--- src/rtl/bsg_manycore_link_to_sdr_test_ctrl.sv ---
// Run controller for the manycore-link SDR test node: paces the node enable in
// burst/gap pattern up to a packet target, then waits for returns and reports.
module bsg_manycore_link_to_sdr_test_ctrl #(
  parameter int count_width_p   = 32,
  parameter int gap_width_p     = 8,
  parameter int timeout_width_p = 16
) (
  input  logic                       clk_i,
  input  logic                       reset_n_i,
  input  logic                       start_i,
  input  logic [count_width_p-1:0]   num_packets_i,
  input  logic [gap_width_p-1:0]     burst_len_i,
  input  logic [gap_width_p-1:0]     gap_len_i,
  input  logic [timeout_width_p-1:0] timeout_i,
  output logic                       node_en_o,
  input  logic                       node_error_i,
  input  logic [count_width_p-1:0]   node_sent_i,
  input  logic [count_width_p-1:0]   node_received_i,
  output logic                       busy_o,
  output logic                       done_o,
  output logic                       pass_o,
  output logic                       timeout_o,
  output logic [count_width_p-1:0]   sent_count_o,
  output logic [count_width_p-1:0]   recv_count_o
);

  typedef enum logic [2:0] {S_IDLE, S_RUN, S_GAP, S_DRAIN, S_DONE} state_e;

  state_e                     state_r, state_n;
  logic [count_width_p-1:0]   sent_base_r, recv_base_r, num_r;
  logic [gap_width_p-1:0]     burst_r, gap_r, burst_cnt_r, burst_cnt_n, gap_cnt_r, gap_cnt_n;
  logic [timeout_width_p-1:0] timeout_r, drain_cnt_r, drain_cnt_n;
  logic                       en_n, cap, fin, fin_to;

  // Modulo subtraction makes node counter wrap invisible.
  logic [count_width_p-1:0] sent_d, recv_d;
  logic                     reached;
  assign sent_d  = node_sent_i - sent_base_r;
  assign recv_d  = node_received_i - recv_base_r;
  assign reached = (sent_d >= num_r);

  always_comb begin
    state_n     = state_r;
    en_n        = 1'b0;
    burst_cnt_n = burst_cnt_r;
    gap_cnt_n   = gap_cnt_r;
    drain_cnt_n = drain_cnt_r;
    cap         = 1'b0;
    fin         = 1'b0;
    fin_to      = 1'b0;
    case (state_r)
      S_IDLE, S_DONE: begin
        if (start_i) begin
          cap         = 1'b1;
          burst_cnt_n = '0;
          gap_cnt_n   = '0;
          drain_cnt_n = '0;
          state_n     = (num_packets_i == '0) ? S_DRAIN : S_RUN;
        end
      end
      S_RUN: begin
        if (reached) begin
          state_n = S_DRAIN;
        end else begin
          en_n = 1'b1;
          // Only cycles where the enable is actually high count toward the burst.
          if (node_en_o && (gap_r != '0)) begin
            if (burst_cnt_r + gap_width_p'(1) == burst_r) begin
              state_n   = S_GAP;
              en_n      = 1'b0;
              gap_cnt_n = '0;
            end else begin
              burst_cnt_n = burst_cnt_r + gap_width_p'(1);
            end
          end
        end
      end
      S_GAP: begin
        if (reached) begin
          state_n = S_DRAIN;
        end else if (gap_cnt_r == gap_r - gap_width_p'(1)) begin
          // Raise enable together with RUN re-entry so the low time is exactly gap_len.
          state_n     = S_RUN;
          en_n        = 1'b1;
          burst_cnt_n = '0;
        end else begin
          gap_cnt_n = gap_cnt_r + gap_width_p'(1);
        end
      end
      S_DRAIN: begin
        if (recv_d == sent_d) begin
          fin = 1'b1;
        end else if (drain_cnt_r == timeout_r) begin
          fin    = 1'b1;
          fin_to = 1'b1;
        end else begin
          drain_cnt_n = drain_cnt_r + timeout_width_p'(1);
        end
        if (fin) state_n = S_DONE;
      end
      default: state_n = S_IDLE;
    endcase
  end

  always_ff @(posedge clk_i or negedge reset_n_i) begin
    if (!reset_n_i) begin
      state_r      <= S_IDLE;
      node_en_o    <= 1'b0;
      sent_base_r  <= '0;
      recv_base_r  <= '0;
      num_r        <= '0;
      burst_r      <= '0;
      gap_r        <= '0;
      timeout_r    <= '0;
      burst_cnt_r  <= '0;
      gap_cnt_r    <= '0;
      drain_cnt_r  <= '0;
      pass_o       <= 1'b0;
      timeout_o    <= 1'b0;
      sent_count_o <= '0;
      recv_count_o <= '0;
    end else begin
      state_r     <= state_n;
      node_en_o   <= en_n;
      burst_cnt_r <= burst_cnt_n;
      gap_cnt_r   <= gap_cnt_n;
      drain_cnt_r <= drain_cnt_n;
      if (cap) begin
        sent_base_r <= node_sent_i;
        recv_base_r <= node_received_i;
        num_r       <= num_packets_i;
        burst_r     <= (burst_len_i == '0) ? gap_width_p'(1) : burst_len_i;
        gap_r       <= gap_len_i;
        timeout_r   <= timeout_i;
        pass_o      <= 1'b0;
        timeout_o   <= 1'b0;
      end
      if (fin) begin
        sent_count_o <= sent_d;
        recv_count_o <= recv_d;
        timeout_o    <= fin_to;
        pass_o       <= ~fin_to & ~node_error_i & reached;
      end
    end
  end

  assign busy_o = (state_r == S_RUN) || (state_r == S_GAP) || (state_r == S_DRAIN);
  assign done_o = (state_r == S_DONE);

endmodule
--- config.mk ---
export PLATFORM = sky130hd
export DESIGN_NAME = bsg_manycore_link_to_sdr_test_ctrl
export DESIGN_NICKNAME = d
export VERILOG_FILES = /design/src/rtl/bsg_manycore_link_to_sdr_test_ctrl.sv
export SDC_FILE = /design/constraint.sdc
export NUM_CORES = 1
export LEC_CHECK = 0
export CELL_PAD_IN_SITES_DETAIL_PLACEMENT = 1
export CELL_PAD_IN_SITES_GLOBAL_PLACEMENT = 1
export CORE_MARGIN = 5
export CORE_UTILIZATION = 43
export DETAILED_ROUTE_END_ITERATION = 12
export PLACE_DENSITY_LB_ADDON = 0.1
export SETUP_SLACK_MARGIN = 0.02
export SKIP_LAST_GASP = 1
export SLEW_MARGIN = 15
export SYNTH_ARGS = -nofsm -noshare
export SYNTH_HDL_FRONTEND = slang
export SYNTH_SLANG_ARGS = --single-unit
--- constraint.sdc ---
create_clock -name clk_i -period 5.19 [get_ports clk_i]
set_clock_uncertainty 0.05 [all_clocks]
set_input_delay 0.519 -clock clk_i [delete_from_list [all_inputs] [get_ports clk_i]]
set_output_delay 0.519 -clock clk_i [all_outputs]
set_load 0.03 [all_outputs]
==> flow_metrics.env, run 1 <==
export IMPL_status="finished clean"
export IMPL_switching_power_mw=6.255
export IMPL_pwr_density_cell_nw_per_um2=690.2
export IMPL_tightest_slew_ns=1.076
export IMPL_ys_flop_type="dfrtp_1"
export IMPL_dr_pass1_iters=4
export IMPL_synth_top_family_by_area="simple AND/OR/NAND/NOR gates"
export IMPL_nets=2263
export IMPL_ff2ff_path_depth=21
export IMPL_p_comb_share_pct=63.3
export IMPL_antenna_found_initial=1
export IMPL_cts_tree="built"
export IMPL_setup_viol=0
export IMPL_timing_rr_end="burst_cnt_r[6]"
export IMPL_ios=201
export IMPL_r2r_start="sent_base_r[0]"
export IMPL_fill_cells=4230
export IMPL_min_period_over_period_pct=94.16
export IMPL_path_class="input port to flip-flop"
export IMPL_synth_simple_gate_area_share_pct=18.99
export IMPL_seqPwrFrac_pct=20.6
export IMPL_p_total_mw=13.62
export IMPL_postSynthCellCount=1781
export IMPL_clock_power_share_pct=16.1
export IMPL_yosysSeqAreaShare_pct=36.65
export IMPL_grt_pass1_vias=15140
export IMPL_wire_per_inst_um=20.70
export IMPL_fin_tns_setup_ns=0
export IMPL_viasPerCell=5.608
export IMPL_synth_ff_latch_count=230
export IMPL_wirelength_mm=52.21
export IMPL_clk_latency_ns=0.57
export IMPL_post_cts_buffers=0
export IMPL_first_iter_violations=650
export IMPL_critical_path_max_fanout=5
export IMPL_max_slew_margin_pct=27.77
export IMPL_hold_path_class="input port to flip-flop"
export IMPL_synth_top_area_cell="dfrtp_1"
export IMPL_synth_most_common_cell="nand2_1"
export IMPL_irDropWorstVdd_mv=0.3458
export IMPL_die_area_um2=40440
export IMPL_reg2reg_slack_ns=0.38
export IMPL_rows=70
export IMPL_drc=0
export IMPL_synth_edf_count=0
export IMPL_synth_nets=2013
export IMPL_critPathCaptureType="flip-flop"
export IMPL_start_util_pct=43.20
export IMPL_worst_ep_required_time_ns=5.61
export IMPL_leakage_nw=8.795
export IMPL_die_height_um=201.1
export IMPL_cts_buffers=29
export IMPL_period_minus_slack_ns=4.887
export IMPL_ys_types=89
export IMPL_swShare_pct=45.91
export IMPL_yosys_top_cells_area="dfrtp_1, ha_1, nand2_1, o21ai_0, mux2_4"
export IMPL_drtAntennaViolNets=0
export IMPL_gp_congestion=0.8912
export IMPL_max_freq_ghz=0.2046
export IMPL_fp_dieW_um=201.1
export IMPL_synth_mux_area_share_pct=6.932
export IMPL_clk_root_buffer_cell="clkbuf_16"
export IMPL_worstSetupStartpointType="input port"
export IMPL_crit_start="node_sent_i[0]"
export IMPL_synth_xor_area_share_pct=5.721
export IMPL_synth_compound_area_share_pct=18.00
export IMPL_hold_viol=0
export IMPL_ys_warn_count=0
export IMPL_num_vias=14140
export IMPL_drv_cap=0
export IMPL_synth_top_area_share_pct=36.65
export IMPL_syn_area_per_cell_um2=8.817
export IMPL_internal_power_mw=7.370
export IMPL_track_usage_pct=25.24
export IMPL_overflow=0
export IMPL_grt_pass1_wl_mm=83.23
export IMPL_area_growth_pct=25.69
export IMPL_hpwl_mm=40.59
export IMPL_drv_slew=0
export IMPL_yosys_top_cells_count="nand2_1, dfrtp_1, o21ai_0"
export IMPL_cp_data_arrival_time_ns=5.31
export IMPL_antenna_cells=0
export IMPL_synth_async_reset_ratio_pct=100.0
export IMPL_syn_area_um2=15700
export IMPL_portBuffers=200
export IMPL_crit_end="burst_cnt_r[6]"
export IMPL_grt_start_max_net_pins=136
export IMPL_cts_max_level=1
export IMPL_cts_buffer_depth=3
export IMPL_synthAdderAreaFrac_pct=8.063
export IMPL_core_area_um2=36350
export IMPL_clock_sinks=230
export IMPL_clk_pin_slew_worst_paths_ns=0.06
export IMPL_drive_gt1_share_pct=11.15
## worst min path at each step
stage / startpoint / slack, ns / depth (start not counted) / end
2_1_floorplan: reset_n_i / 0.17 / 0 / burst_cnt_r[0]
3_3_place_gp: num_r[0] / 0.42 / 2 / num_r[0]
3_5_place_dp: num_r[0] / 0.43 / 2 / num_r[0]
4_1_cts: gap_len_i[5] / 0.41 / 3 / gap_r[5]
5_1_grt: timeout_i[5] / 0.42 / 3 / timeout_r[5]
6_report: timeout_i[5] / 0.43 / 3 / timeout_r[5]
## stage by stage
stage                     setup slack [ns]  instances  instance area (um2)  hold WS, ns  utilization, %
final                               0.3030       2522                19740       0.4349           54.31
after global routing             -0.005469       2522                19740       0.4216           54.31
after CTS                           0.2459       2522                19720       0.4098           54.26
after detailed placement           -0.3394       2467                18690       0.4346           51.41
after global placement             -0.1965       2467                18690       0.4186           51.41
after floorplan                     0.4397       1781                15700       0.1734               -
## placed cells by master, fill, tap and decap left out, types with 42 or more instances in the layout
master           count
mux2_4              50
inv_1              127
dfrtp_1            230
nand3_1             43
xnor2_1             65
ha_1                98
clkdlybuf4s50_1    199
a21oi_1             88
buf_4               87
nor2_1              73
nand2_1            293
nand4_1             42
o21ai_0            179
## cell type report
| cell class | instances | area (um2) | share of cell area (%) |
|---|---|---|---|
| clock buffer | 39 | 813.3 | 4.120 |
| clock inverter | 15 | 212.7 | 1.078 |
| inverter | 127 | 476.7 | 2.415 |
| multi-input combinational | 1348 | 9085 | 46.03 |
| sequential | 230 | 5756 | 29.16 |
| tap | 468 | 585.6 | 2.967 |
| timing repair buffer | 295 | 2810 | 14.24 |
## power groups by stage
stage / sequential [mW] / clock (mW) / combinational, mW
floorplan: 2.96 / 0 / 5.22
global placement: 2.81 / 0 / 8.24
detailed placement: 2.82 / 0 / 8.51
CTS: 2.81 / 2.24 / 8.60
global route: 2.88 / 2.32 / 9.45
finish: 2.81 / 2.19 / 8.63
## critical path, stage by stage
cell and delay [ns]:
clkdlybuf4s50_1 0.40, inv_1 0.07, ha_1 0.17, inv_1 0.08
fa_1 0.39, a21o_1 0.21, a221o_2 0.43, a21o_1 0.19
a2111o_1 0.45, o311ai_4 0.10, ha_1 0.30, a21o_1 0.16
a21o_1 0.17, a21oi_1 0.14, o221ai_1 0.14, a211o_1 0.33
a21oi_2 0.14, buf_4 0.13, a31o_2 0.20, and2_1 0.16
buf_4 0.14, a21oi_1 0.06, o21ai_0 0.21
## flip-flops by register name, summed over array words and instances, names as in the netlist, 8 cells and up
register      cells
sent_base_r      32
drain_cnt_r      16
burst_cnt_r       8
recv_base_r      32
recv_count_o     32
sent_count_o     32
burst_r           8
gap_cnt_r         8
num_r            32
timeout_r        16
gap_r             8
## cells by family (layout without fill, tap and decap cells)
group | Yosys count | count (layout)
simple gates | 625 | 625
compound gates | 444 | 444
flops | 230 | 230
buf+inv | 203 | 476
fa+ha+maj | 100 | 100
xor+xnor | 96 | 96
mux | 83 | 83
## layer usage
layer,part of all wire (%),GRT usage (%),up-vias,wire [um]
met5,0.013,0,-,7
met4,3.0,6.809,2,1566
met3,4.8,4.786,92,2498
met2,47,42.54,315,24700
met1,45,33.48,6958,23440
li1,-,-,6777,-
## what timing repair did
action                                 4_1_cts  5_1_grt
hold buffers                                 1        0
endpoints found under the hold margin       87        0
setup endpoints to repair                    0       11
resized for setup                            0        4
Power figures use the tool's default switching activity.
==> run 2, diff against run 1 <==
--- a/config.mk
+++ b/config.mk
@@ -9,6 +9,7 @@
 export CELL_PAD_IN_SITES_GLOBAL_PLACEMENT = 1
 export CORE_MARGIN = 5
 export CORE_UTILIZATION = 43
+export CTS_CLUSTER_SIZE = 16
 export DETAILED_ROUTE_END_ITERATION = 12
 export PLACE_DENSITY_LB_ADDON = 0.1
 export SETUP_SLACK_MARGIN = 0.02
==> results of run 2 <==
The final DEF is identical to that of run 1; final timing and power are the same.
==> run 3, diff against run 2 <==
--- a/config.mk
+++ b/config.mk
@@ -11,6 +11,7 @@
 export CORE_UTILIZATION = 43
 export CTS_CLUSTER_SIZE = 16
 export DETAILED_ROUTE_END_ITERATION = 12
+export GPL_TIMING_DRIVEN = 0
 export PLACE_DENSITY_LB_ADDON = 0.1
 export SETUP_SLACK_MARGIN = 0.02
 export SKIP_LAST_GASP = 1
==> run 3 against run 2 <==
Compared with the run above:
- register-to-register slack got worse by 0.13 ns
- clock-buffer cell count did not move
- critical path depth fell by 3
- global-route usage rose by 0.71 points
- cell area fell by 0.88%
- largest power group unchanged
==> flow_metrics.env, run 3 (synthesis results as in run 1) <==
export IMPL_first_iter_violations=646
export IMPL_gp_congestion=0.8925
export IMPL_antenna_cells=0
export IMPL_die_height_um=201.1
export IMPL_pwr_density_cell_nw_per_um2=670.8
export IMPL_die_area_um2=40440
export IMPL_period_minus_slack_ns=5.010
export IMPL_swShare_pct=47.66
export IMPL_area_growth_pct=24.59
export IMPL_final_util_pct=53.83
export IMPL_clk_root_buffer_cell="clkbuf_16"
export IMPL_wirelength_mm=54.19
export IMPL_clk_latency_ns=0.58
export IMPL_critPathTopFamily="compound AO/OA/AOI/OAI gates"
export IMPL_drv_cap=0
export IMPL_r2r_start="sent_base_r[0]"
export IMPL_drv_slew=0
export IMPL_path_class="input port to flip-flop"
export IMPL_critical_path_max_fanout=8
export IMPL_ios=201
export IMPL_portBuffers=200
export IMPL_max_freq_ghz=0.1996
export IMPL_core_area_um2=36350
export IMPL_drc=0
export IMPL_crit_start="node_sent_i[0]"
export IMPL_cp_data_arrival_time_ns=5.43
export IMPL_nets=2249
export IMPL_placed_cells=2451
export IMPL_setup_viol=0
export IMPL_rows=70
export IMPL_final_cell_mix="nand2_1, dfrtp_1, clkdlybuf4s50_1"
export IMPL_cts_max_level=1
export IMPL_final_common_cell="nand2_1"
export IMPL_grt_util_met1_pct=35.19
export IMPL_p_comb_share_pct=62.7
export IMPL_leakage_nw=8.569
export IMPL_grt_use_met3_pct=4.625
export IMPL_wire_per_inst_um=21.63
export IMPL_hpwl_mm=42.63
export IMPL_num_vias=14220
export IMPL_clock_power_share_pct=16.1
export IMPL_clock_sinks=230
export IMPL_track_usage_pct=25.96
export IMPL_viasPerCell=5.677
export IMPL_dr_pass1_iters=5
export IMPL_cts_buffer_depth=3
export IMPL_slowest_delay_ns=0.45
export IMPL_crit_buf_inv=3
export IMPL_fp_dieW_um=201.1
export IMPL_busiest_layer="met2"
export IMPL_start_util_pct=43.20
export IMPL_finalNonFillerCells=2505
export IMPL_seqPwrFrac_pct=21.3
export IMPL_gr_usage_met2_pct=43.36
export IMPL_setup_ws_ns=0.1801
export IMPL_crit_chain="clkdlybuf4s50_1, inv_1, ha_2, inv_1, fa_2, a21o_1, a221o_2, and3_1, o311a_1, a311oi_4, ha_1, nand4_1, nor4_2, a21o_1, a211o_1, a21oi_4, a31o_4, and2_4, nand2_1, o31ai_1"
export IMPL_drive_gt1_share_pct=8.689
export IMPL_pre_cts_ws_ns=-1.420
export IMPL_max_slew_margin_pct=31.88
export IMPL_min_period_over_period_pct=96.53
export IMPL_worstSetupStartpointType="input port"
export IMPL_tightest_slew_ns=1.022
export IMPL_worst_ep_required_time_ns=5.61
export IMPL_critPathCaptureType="flip-flop"
export IMPL_grt_setup_unrepaired="yes"
export IMPL_grt_pass1_wl_mm=84.62
export IMPL_hold_path_class="input port to asynchronous set/reset pin"
export IMPL_cts_buffers=29
export IMPL_internal_power_mw=6.869
export IMPL_hold_viol=0
export IMPL_slowest_stage="a221o_2"
export IMPL_fin_tns_setup_ns=0
export IMPL_clk_pin_slew_worst_paths_ns=0.06
export IMPL_switching_power_mw=6.255
export IMPL_irDropWorstVdd_mv=0.2968
export IMPL_grt_pass1_vias=14850
export IMPL_grt_start_max_net_pins=96
export IMPL_cts_tree="built"
export IMPL_antenna_found_initial=1
export IMPL_overflow=0
export IMPL_status="finished clean"
export IMPL_drtAntennaViolNets=0
## run 3: cell types whose count changed in the layout (fill, tap and decap cells not counted), moves of 3 or more
| cell | change |
|---|---|
| xnor2_2 | +3 |
| buf_4 | -82 |
| buf_2 | +12 |
| o21ai_1 | +5 |
| clkbuf_1 | +50 |
| xnor2_1 | -3 |
| o21ai_0 | -6 |
## run 3: layout make-up
type / instances / area (um2)
multi-input combinational: 1348 / 9265
clock buffer: 39 / 833.3
timing repair buffer: 207 / 2102
clock inverter: 12 / 145.1
inverter: 127 / 476.7
fill: 4213 / 16780
sequential: 230 / 5756
buffer: 74 / 401.6
tap: 468 / 585.6
## run 3: through the flow
| step | total power, mW | instance area, um2 | hold WS [ns] |
|---|---|---|---|
| after CTS | 12.99 | 19400 | 0.4064 |
| after global routing | 14.08 | 19570 | 0.4206 |
| after floorplan | 8.176 | 15700 | 0.1734 |
| after global placement | 10.43 | 18290 | 0.4171 |
| after detailed placement | 10.69 | 18350 | 0.4149 |
| final | 13.12 | 19570 | 0.4009 |
## run 3: worst register-to-register path: stages, from the launching register on
cell and delay [ns]:
dfrtp_1 0.35, ha_2 0.20, inv_1 0.08, fa_2 0.37, a21o_1 0.21, a221o_2 0.45, and3_1 0.26, o311a_1 0.42
a311oi_4 0.34, ha_1 0.31, nand4_1 0.16, nor4_2 0.10, a21o_1 0.18, a211o_1 0.31, a21oi_4 0.24, a31o_4 0.22
and2_4 0.18, nand2_1 0.12, o31ai_1 0.29
## run 3: worst paths after layout
check | endpoint | cells after the start | slack [ns]
max | burst_cnt_r[3] | 20 | 0.18
min | gap_r[1] | 2 | 0.40
max reg2reg | burst_cnt_r[3] | 18 | 0.25
min reg2reg | timeout_r[13] | 2 | 0.45
max in group asynchronous | sent_count_o[6] | 3 | 3.84
min in group clk_i | timeout_r[1] | 3 | 0.43
## run 3: power groups by stage
stage | clock network [mW] | logic [mW] | registers (mW)
finish | 2.11 | 8.23 | 2.79
global route | 2.23 | 8.99 | 2.85
CTS | 2.15 | 8.05 | 2.79
detailed placement | 0 | 7.88 | 2.81
global placement | 0 | 7.64 | 2.79
floorplan | 0 | 5.22 | 2.96
## run 3: metal layers
| metal | wire, um | vias to the layer above |
|---|---|---|
| met5 | 0 | - |
| met3 | 3026 | 72 |
| met1 | 24370 | 7063 |
| met2 | 25570 | 339 |
| li1 | - | 6748 |
| met4 | 1232 | 0 |
## run 3: repair_timing
item,4_1_cts,5_1_grt
endpoints found under the setup margin,21,19
hold buffers,1,0
endpoints found under the hold margin,45,0
setup buffers,3,1
pin swaps,1,6
resized for setup,7,32
